File: config.mk
export PLATFORM = sky130hd
export DESIGN_NAME = conv_job_sched
export DESIGN_NICKNAME = d
export VERILOG_FILES = /design/src/rtl/conv_job_sched.sv
export SDC_FILE = /design/constraint.sdc
export NUM_CORES = 1
export LEC_CHECK = 0
export ABC_AREA = 0
export CAP_MARGIN = 0
export CORE_ASPECT_RATIO = 1.2
export CORE_MARGIN = 4
export CORE_UTILIZATION = 53
export CTS_CLUSTER_SIZE = 20
export DETAILED_ROUTE_END_ITERATION = 8
export GPL_TIMING_DRIVEN = 0
export PLACE_DENSITY_LB_ADDON = 0.25
export SYNTH_ARGS = -nofsm -noshare
export SYNTH_HDL_FRONTEND = slang
export SYNTH_SLANG_ARGS = --single-unit
export TNS_END_PERCENT = 10
File: constraint.sdc
create_clock -name clk -period 3.95 [get_ports clk]
set_clock_uncertainty 0.05 [all_clocks]
set_input_delay 0.79 -clock clk [delete_from_list [all_inputs] [get_ports clk]]
set_output_delay 0.79 -clock clk [all_outputs]
set_load 0.005 [all_outputs]
File: src/rtl/conv_job_sched.sv
// Round-robin scheduler sharing one convolution engine among NUM_REQ requesters.
// Optional RUN timeout is enabled with `define CONV_SCHED_TIMEOUT_EN.
module conv_job_sched #(
    parameter int NUM_REQ    = 4,
    parameter int IDW        = 2,
    parameter int CLR_CYCLES = 2,
    parameter int TIMEOUT    = 4096
) (
    input  logic               clk,
    input  logic               rst,
    input  logic [NUM_REQ-1:0] req,
    output logic [NUM_REQ-1:0] gnt,
    output logic [IDW-1:0]     eng_sel,
    output logic               eng_rst,
    input  logic               eng_done,
    output logic               rsp_valid,
    input  logic               rsp_ready,
    output logic               rsp_err,
    output logic               busy,
    output logic [15:0]        job_count
);
    localparam int CW = $clog2(CLR_CYCLES + 1);

    typedef enum logic [1:0] {
        ST_IDLE  = 2'd0,
        ST_CLEAR = 2'd1,
        ST_RUN   = 2'd2,
        ST_RESP  = 2'd3
    } state_t;

    state_t             state_r, state_nxt_s;
    logic [NUM_REQ-1:0] gnt_r, gnt_nxt_s;
    logic [IDW-1:0]     sel_r, sel_nxt_s, ptr_r, ptr_nxt_s, pick_idx_s;
    logic               eng_rst_r, eng_rst_nxt_s;
    logic               rsp_valid_r, rsp_valid_nxt_s;
    logic               rsp_err_nxt_s;
    logic               busy_r;
    logic [15:0]        job_r, job_nxt_s;
    logic [CW-1:0]      clr_cnt_r, clr_cnt_nxt_s;
    logic               pick_found_s;
    logic [IDW:0]       cand_s;
    logic               timeout_hit_s;
    logic               clr_last_s;

`ifdef CONV_SCHED_TIMEOUT_EN
    localparam int TW = $clog2(TIMEOUT + 1);
    logic [TW-1:0] run_cnt_r, run_cnt_nxt_s;
    logic          rsp_err_r;
    assign timeout_hit_s = (run_cnt_r == TW'(TIMEOUT - 1));
    assign rsp_err       = rsp_err_r;

    // RUN-cycle counter and latched timeout flag
    always_ff @(posedge clk or negedge rst) begin
        if (!rst) begin
            run_cnt_r <= '0;
            rsp_err_r <= 1'b0;
        end else begin
            run_cnt_r <= run_cnt_nxt_s;
            rsp_err_r <= rsp_err_nxt_s;
        end
    end
`else
    assign timeout_hit_s = 1'b0;
    assign rsp_err       = 1'b0;
`endif

    assign clr_last_s = (clr_cnt_r == CW'(CLR_CYCLES - 1));

    // Round-robin search starting one past the last granted index
    always_comb begin
        pick_found_s = 1'b0;
        pick_idx_s   = '0;
        cand_s       = '0;
        for (int i = 1; i <= NUM_REQ; i++) begin
            cand_s = {1'b0, ptr_r} + (IDW+1)'(i);
            if (cand_s >= (IDW+1)'(NUM_REQ)) begin
                cand_s = cand_s - (IDW+1)'(NUM_REQ);
            end else begin
                cand_s = cand_s;
            end
            if (!pick_found_s && req[cand_s[IDW-1:0]]) begin
                pick_found_s = 1'b1;
                pick_idx_s   = cand_s[IDW-1:0];
            end else begin
                pick_found_s = pick_found_s;
            end
        end
    end

    // State and output registers
    always_ff @(posedge clk or negedge rst) begin
        if (!rst) begin
            state_r     <= ST_IDLE;
            gnt_r       <= '0;
            sel_r       <= '0;
            ptr_r       <= IDW'(NUM_REQ - 1);
            eng_rst_r   <= 1'b0;
            rsp_valid_r <= 1'b0;
            busy_r      <= 1'b0;
            job_r       <= 16'd0;
            clr_cnt_r   <= '0;
        end else begin
            state_r     <= state_nxt_s;
            gnt_r       <= gnt_nxt_s;
            sel_r       <= sel_nxt_s;
            ptr_r       <= ptr_nxt_s;
            eng_rst_r   <= eng_rst_nxt_s;
            rsp_valid_r <= rsp_valid_nxt_s;
            busy_r      <= (state_nxt_s != ST_IDLE);
            job_r       <= job_nxt_s;
            clr_cnt_r   <= clr_cnt_nxt_s;
        end
    end

    // Next-state decode; eng_done wins over a same-cycle timeout
    always_comb begin
        state_nxt_s = state_r;
        case (state_r)
            ST_IDLE:  state_nxt_s = pick_found_s ? ST_CLEAR : ST_IDLE;
            ST_CLEAR: state_nxt_s = clr_last_s ? ST_RUN : ST_CLEAR;
            ST_RUN:   state_nxt_s = (eng_done || timeout_hit_s) ? ST_RESP : ST_RUN;
            ST_RESP:  state_nxt_s = (rsp_valid_r && rsp_ready) ? ST_IDLE : ST_RESP;
            default:  state_nxt_s = ST_IDLE;
        endcase
    end

    // Next values for the registered outputs and counters
    always_comb begin
        gnt_nxt_s       = gnt_r;
        sel_nxt_s       = sel_r;
        ptr_nxt_s       = ptr_r;
        eng_rst_nxt_s   = eng_rst_r;
        rsp_valid_nxt_s = rsp_valid_r;
        rsp_err_nxt_s   = rsp_err;
        job_nxt_s       = job_r;
        clr_cnt_nxt_s   = clr_cnt_r;
`ifdef CONV_SCHED_TIMEOUT_EN
        run_cnt_nxt_s   = run_cnt_r;
`endif
        case (state_r)
            ST_IDLE: begin
                eng_rst_nxt_s = 1'b0;
                if (pick_found_s) begin
                    gnt_nxt_s     = NUM_REQ'(1'b1) << pick_idx_s;
                    sel_nxt_s     = pick_idx_s;
                    ptr_nxt_s     = pick_idx_s;
                    clr_cnt_nxt_s = '0;
                end else begin
                    gnt_nxt_s     = '0;
                end
            end
            ST_CLEAR: begin
                if (clr_last_s) begin
                    eng_rst_nxt_s = 1'b1;
`ifdef CONV_SCHED_TIMEOUT_EN
                    run_cnt_nxt_s = '0;
`endif
                end else begin
                    clr_cnt_nxt_s = clr_cnt_r + CW'(1);
                end
            end
            ST_RUN: begin
                if (eng_done) begin
                    rsp_valid_nxt_s = 1'b1;
                    rsp_err_nxt_s   = 1'b0;
                end else if (timeout_hit_s) begin
                    rsp_valid_nxt_s = 1'b1;
                    rsp_err_nxt_s   = 1'b1;
                end else begin
`ifdef CONV_SCHED_TIMEOUT_EN
                    run_cnt_nxt_s   = run_cnt_r + TW'(1);
`endif
                    rsp_valid_nxt_s = 1'b0;
                end
            end
            ST_RESP: begin
                if (rsp_valid_r && rsp_ready) begin
                    gnt_nxt_s       = '0;
                    rsp_valid_nxt_s = 1'b0;
                    rsp_err_nxt_s   = 1'b0;
                    eng_rst_nxt_s   = 1'b0;
                    job_nxt_s       = job_r + 16'd1;
                end else begin
                    rsp_valid_nxt_s = 1'b1;
                end
            end
            default: begin
                gnt_nxt_s       = '0;
                rsp_valid_nxt_s = 1'b0;
                eng_rst_nxt_s   = 1'b0;
            end
        endcase
    end

    assign gnt       = gnt_r;
    assign eng_sel   = sel_r;
    assign eng_rst   = eng_rst_r;
    assign rsp_valid = rsp_valid_r;
    assign busy      = busy_r;
    assign job_count = job_r;

endmodule
==> results of run 1 <==
[cells in the mapped netlist (2+ instances only)]
cell type,instances,area [um^2]
xnor2_1,12,105
o21ai_0,4,20.0
and4_1,2,17.5
xor2_1,2,17.5
nand2_1,18,67.6
a22o_1,2,17.5
nor2_1,6,22.5
dfrtp_1,29,726
nand3_1,6,30.0
mux2_2,2,22.5
and3_1,4,25.0
buf_4,4,30.0
inv_1,5,18.8
a21oi_1,3,15.0
ha_1,2,25.0
nor3_1,3,15.0
nand4_4,2,42.5
nand4_1,2,12.5
dfstp_2,2,52.6
nor2b_1,2,12.5
[layer usage]
| layer | vias to the layer above | GRT usage |
|---|---|---|
| met2 | 24 | 0.327 |
| li1 | 531 | - |
| met1 | 509 | 0.188 |
| met3 | 7 | 0.0570 |
| met5 | - | 0 |
| met4 | 0 | 0.0623 |
[state kept, by name, indices dropped and copies added (netlist names)]
signal,cells
state_r,2
clr_cnt_r,2
gnt,4
ptr_r,2
job_count,16
rsp_valid,1
busy,1
eng_sel,2
eng_rst,1
[report_power, final]
part | internal (mW) | switching, mW | total (mW)
clock | 0.0692 | 0.101 | 0.170
sequential | 0.415 | 0.0789 | 0.494
combinational | 0.238 | 0.200 | 0.438
total | 0.722 | 0.380 | 1.10
[how the worst max path moves through the flow]
stage / start / to / cells after the start
2_1_floorplan: req[1] / eng_sel[0] / 4
3_3_place_gp: req[0] / eng_sel[0] / 5
3_5_place_dp: rst / eng_sel[0] / 1
4_1_cts: job_count[3] / job_count[3] / 1
5_1_grt: job_count[3] / job_count[3] / 1
6_report: job_count[3] / job_count[3] / 1
[cell families (layout without fill, tap and decap cells)]
kind of cell,Yosys count,in the layout,synth area share
AOI/OAI and AO/OA,17,17,0.0830
DFF,31,31,0.532
muxes,3,3,0.0222
and+or+nand+nor,51,51,0.207
buffers and inverters,10,50,0.0411
other,1,1,0.00256
adders and majority gates,2,2,0.0171
xor gates and xnor gates,15,15,0.0950
[area by class of cell]
type / instances / area, um^2
timing repair buffer: 32 / 315
buffer: 5 / 41.3
sequential: 31 / 778
multi-input combinational: 89 / 624
inverter: 5 / 18.8
tap: 33 / 41.3
fill: 190 / 708
clock inverter: 1 / 5.00
clock buffer: 7 / 45.0
[per-stage QoR]
stage,cells,area (um^2)
6_report,203,1870
3_5_place_dp,195,1820
5_1_grt,203,1870
3_3_place_gp,195,1820
4_1_cts,203,1870
2_1_floorplan,130,1460
==> metrics.txt, run 1 <==
status=complete, no violations; wire per inst=13.7 um; Fmax achieved=458 MHz; crit path buf inv count=1; CTS tree=yes; clk buf depth=2; Worst EP required=3.11 ns; CTS resizes=0; RSZ-0062 raised after global routing=false; Leak Pwr=0.850 nW; core area=0.00258 mm^2; Distinct cells, synth=38; period utilization=0.553; post-route DRC violation count=0; Area growth syn-to-layout=27.8%; Die ar.=0.00367 mm^2; r2r endpoint=eng_sel[0]; fin util=0.725; R2R cell count=4; Hold Buf Count CTS=0; number of synthesized register bits=31; initial antenna violation count=0; row cnt=20; Slew HR=0.551; Gate Count Post-Synth=130; max-slew violations=0; total grt overflow=0; Post-CTS Setup Inserts=0; worst hold endpoint=job_count[15]; crit path time final=2.18 ns; cts bufs inserted=5; Max Used Layer=met4; Crit path max-delay family=buffers and inverters; gr usage total=0.177; starting DRC count in detailed routing=10; crit end category=output port; worst hold start=job_count[15]; Power per Cell Area=590 mW/mm^2; wl on met1=1080 um; Worst Hold Class=flip-flop to flip-flop; GPL Wtd Cong=0.735; worst-path cell with the longest stage delay=clkdlybuf4s50_1; R2R Path Start=ptr_r[0]; IO Port Bufs=32; Pwr Total=1.10 mW; Reg2Reg Setup Slack=2.33 ns; root buf cell=clkbuf_4; htree depth=2; commonest non-fill, non-tap cell in the layout=clkdlybuf4s50_1; largest net degree at the start of global routing=32; Top FF cell, synth=dfrtp_1; Syn Area/Cell=11.3 um^2; Worst path max stage delay=0.55 ns; via count=1071; sequential area share after synthesis=0.532; startpoint types=flip-flop; Max FO, Critical Path=6; Post-synth EDFFs=0; first-pass GRT wire length=5000 um; clk sinks=31; post-route setup TNS=0 ns; die height=65.5 um; Synth warnings=0; Antenna Nets Post-Route=0; DIE WIDTH=56.0 um; I/O Pins=34; worst-path cell chain=clkdlybuf4s50_1; most frequent cells in the layout=clkdlybuf4s50_1, dfrtp_1, nand2_1, xnor2_1; type of the worst setup path=flip-flop to output port; Final Hold Fails=0; Nets=179; max-cap viol count=0; Hold Worst Slack=0.422 ns; worst skew pair latency=0.32 ns; diodes inserted=0; worst vdd ir=0.000396 V; Critical Path AT=1.34 ns; Worst-Margin Slew=0.674 ns; final setup violation count=0; router iterations before antenna repair=4; DP Worst Slack=1.49 ns; metal3 WL=157 um; Synth Cell Area=0.00146 mm^2; fin worst setup slack=1.77 ns; Via density=5.28; vias in the first global route=1120; Synthesized Nets=140; Worst-path clk slew=0.09 ns; metal2 WL=1490 um; Routed WL=2780 um; hold depth=1; share of cells above drive strength 1=0.135; Async SR Flop Fraction=1.00; Post-DP HPWL=2110 um; Starting Density=0.567
No activity file was read; power rests on OpenSTA's default activity.
==> run 2: changes to the inputs <==
--- a/config.mk
+++ b/config.mk
@@ -9,7 +9,7 @@
 export CAP_MARGIN = 0
 export CORE_ASPECT_RATIO = 1.2
 export CORE_MARGIN = 4
-export CORE_UTILIZATION = 53
+export CORE_UTILIZATION = 49
 export CTS_CLUSTER_SIZE = 20
 export DETAILED_ROUTE_END_ITERATION = 8
 export GPL_TIMING_DRIVEN = 0
==> constraint.sdc (replaced) <==
create_clock -name clk -period 2.1 [get_ports clk]
set_clock_uncertainty 0.05 [all_clocks]
set_input_delay 0.42 -clock clk [delete_from_list [all_inputs] [get_ports clk]]
set_output_delay 0.42 -clock clk [all_outputs]
set_load 0.005 [all_outputs]
==> run 2 against run 1 <==
Against the previous run: global-route usage decreased by 1.2 points; register-to-register slack got worse by 1.8 ns; critical path depth unchanged; worst setup slack worse by 1.5 ns; total power grew 92%; critical endpoint unchanged; largest power group unchanged; highest routed layer unchanged.
==> metrics.txt, run 2 (synthesis results as in run 1) <==
DIE WIDTH=57.9 um (+3.4%); Power per Cell Area=1120 mW/mm^2 (+91%); worst-path cell with the longest stage delay=clkdlybuf4s50_1; Worst path max stage delay=0.55 ns (about the same); Crit path max-delay family=buffers and inverters; GR peak layer=met2; Antenna Nets Post-Route=0 (unchanged); Fmax achieved=550 MHz; Leak Pwr=0.856 nW (+0.71%); IO Port Bufs=32 (unchanged); row cnt=21 (+5.0%); critical path launch point=job_count[3]; router iterations before antenna repair=4 (unchanged); Final Hold Fails=0 (unchanged); clk buf depth=2 (unchanged); period utilization=0.865; GR Util met2=0.308 (-0.0190); share of cells above drive strength 1=0.141 (+0.00588); Via density=5.30 (+0.44%); max-slew violations=0 (unchanged); gr usage total=0.165 (-0.0117); Post-DP HPWL=2140 um (+1.6%); most frequent cells in the layout=clkdlybuf4s50_1, dfrtp_1, nand2_1, xnor2_1; Pwr Total=2.11 mW (+92%); crit path time final=1.82 ns; Worst-path clk slew=0.11 ns (+0.02 ns); CTS resizes=0 (unchanged); Hold Worst Slack=0.0610 ns (-0.361 ns); root buf cell=clkbuf_4; startpoint types=flip-flop; initial antenna violation count=0 (unchanged); clk sinks=31 (unchanged); crit end category=output port; status=complete, no violations; GRT met3 Usage=0.0358 (-0.0211); Post-CTS Setup Inserts=0 (unchanged); Hold Buf Count CTS=0 (unchanged); CTS tree=yes; crit path buf inv count=1 (unchanged); first-pass GRT wire length=4860 um (-2.6%); Critical Path AT=1.35 ns (about the same); Slew HR=0.546 (-0.00423); type of the worst setup path=flip-flop to output port; global-route met1 utilization=0.172 (-0.0164); largest net degree at the start of global routing=32 (unchanged); Area growth syn-to-layout=28.6%; starting DRC count in detailed routing=15 (+5); Worst Hold Class=primary input to asynchronous set/reset pin; GPL Wtd Cong=0.751 (+2.1%); Worst EP required=1.63 ns (-1.48 ns); Die ar.=0.00393 mm^2 (+7.1%); htree depth=2 (unchanged); max-cap viol count=0 (unchanged); commonest non-fill, non-tap cell in the layout=clkdlybuf4s50_1; total grt overflow=0 (unchanged); Max FO, Critical Path=6 (unchanged); cts bufs inserted=5 (unchanged); I/O Pins=34 (unchanged); worst vdd ir=0.000676 V (+71%); vias in the first global route=1096 (-2.1%); diodes inserted=0 (unchanged); worst skew pair latency=0.32 ns (about the same); Worst-Margin Slew=0.681 ns (+0.00634 ns); core area=0.00284 mm^2 (+10%); wire per inst=13.7 um (+0.12%); via count=1081 (+0.93%); die height=67.9 um (+3.5%); Starting Density=0.515 (-0.0520); Nets=179 (unchanged); Routed WL=2800 um (+0.61%); final setup violation count=0 (unchanged); worst-path cell chain=clkdlybuf4s50_1; max reg flops=16 (unchanged); RSZ-0062 raised after global routing=false; R2R Path Start=ptr_r[0]; post-route DRC violation count=0 (unchanged)
[run 2: cell counts in the layout (fill, tap and decap cells not counted)]
No cell type changed its count.
[run 2: through the flow]
| stage | setup TNS, ns | util | instances | setup slack, ns | instance area [um^2] |
|---|---|---|---|---|---|
| 6_report | 0 | 0.663 | 204 | 0.283 | 1880 |
| 5_1_grt | 0 | 0.663 | 204 | 0.203 | 1880 |
| 4_1_cts | 0 | 0.664 | 204 | 0.262 | 1890 |
| 3_5_place_dp | -0.0650 | 0.643 | 196 | -0.00374 | 1830 |
| 3_3_place_gp | 0 | 0.643 | 196 | 0.0479 | 1830 |
| 2_1_floorplan | 0 | - | 130 | 0.610 | 1460 |
[run 2: final cells by class]
type,instances,area (um^2)
flip-flops and latches,31,778
clock buffers,7,55.1
repair buffers,32,315
clock inverters,1,5.00
inverters,5,18.8
multi-input cells,89,624
fillers,237,957
well taps,34,42.5
plain buffers,5,41.3
[run 2: layer usage]
metal / vias up / share of wire
met4: 0 / 0.017
met2: 22 / 0.54
met3: 5 / 0.044
met1: 526 / 0.40
met5: - / 0
li1: 528 / -
[run 2: where the power goes]
group	total (mW)	switching (mW)	leakage, nW	internal, mW
sequential	0.929	0.148	0.400	0.781
combinational	0.821	0.373	0.420	0.448
clock	0.363	0.201	0.0353	0.162
[run 2: worst reg2reg max path: cells and delay by family, from the launching register on]
kind               cells  cell delay [ns]
and+or+nand+nor        1             0.17
DFF                    1             0.57
muxes                  1             0.28
AOI/OAI and AO/OA      2             0.42
[run 2: path summary, 6_finish.rpt]
check                                 to  slack (ns)  cells past startpoint
max                         job_count[3]        0.28                      1
min                        job_count[12]        0.06                      1
max reg2reg                   eng_sel[0]        0.50                      4
min reg2reg                job_count[15]        0.43                      1
max in group asynchronous           busy        1.48                      1
min in group clk           job_count[15]        0.43                      1
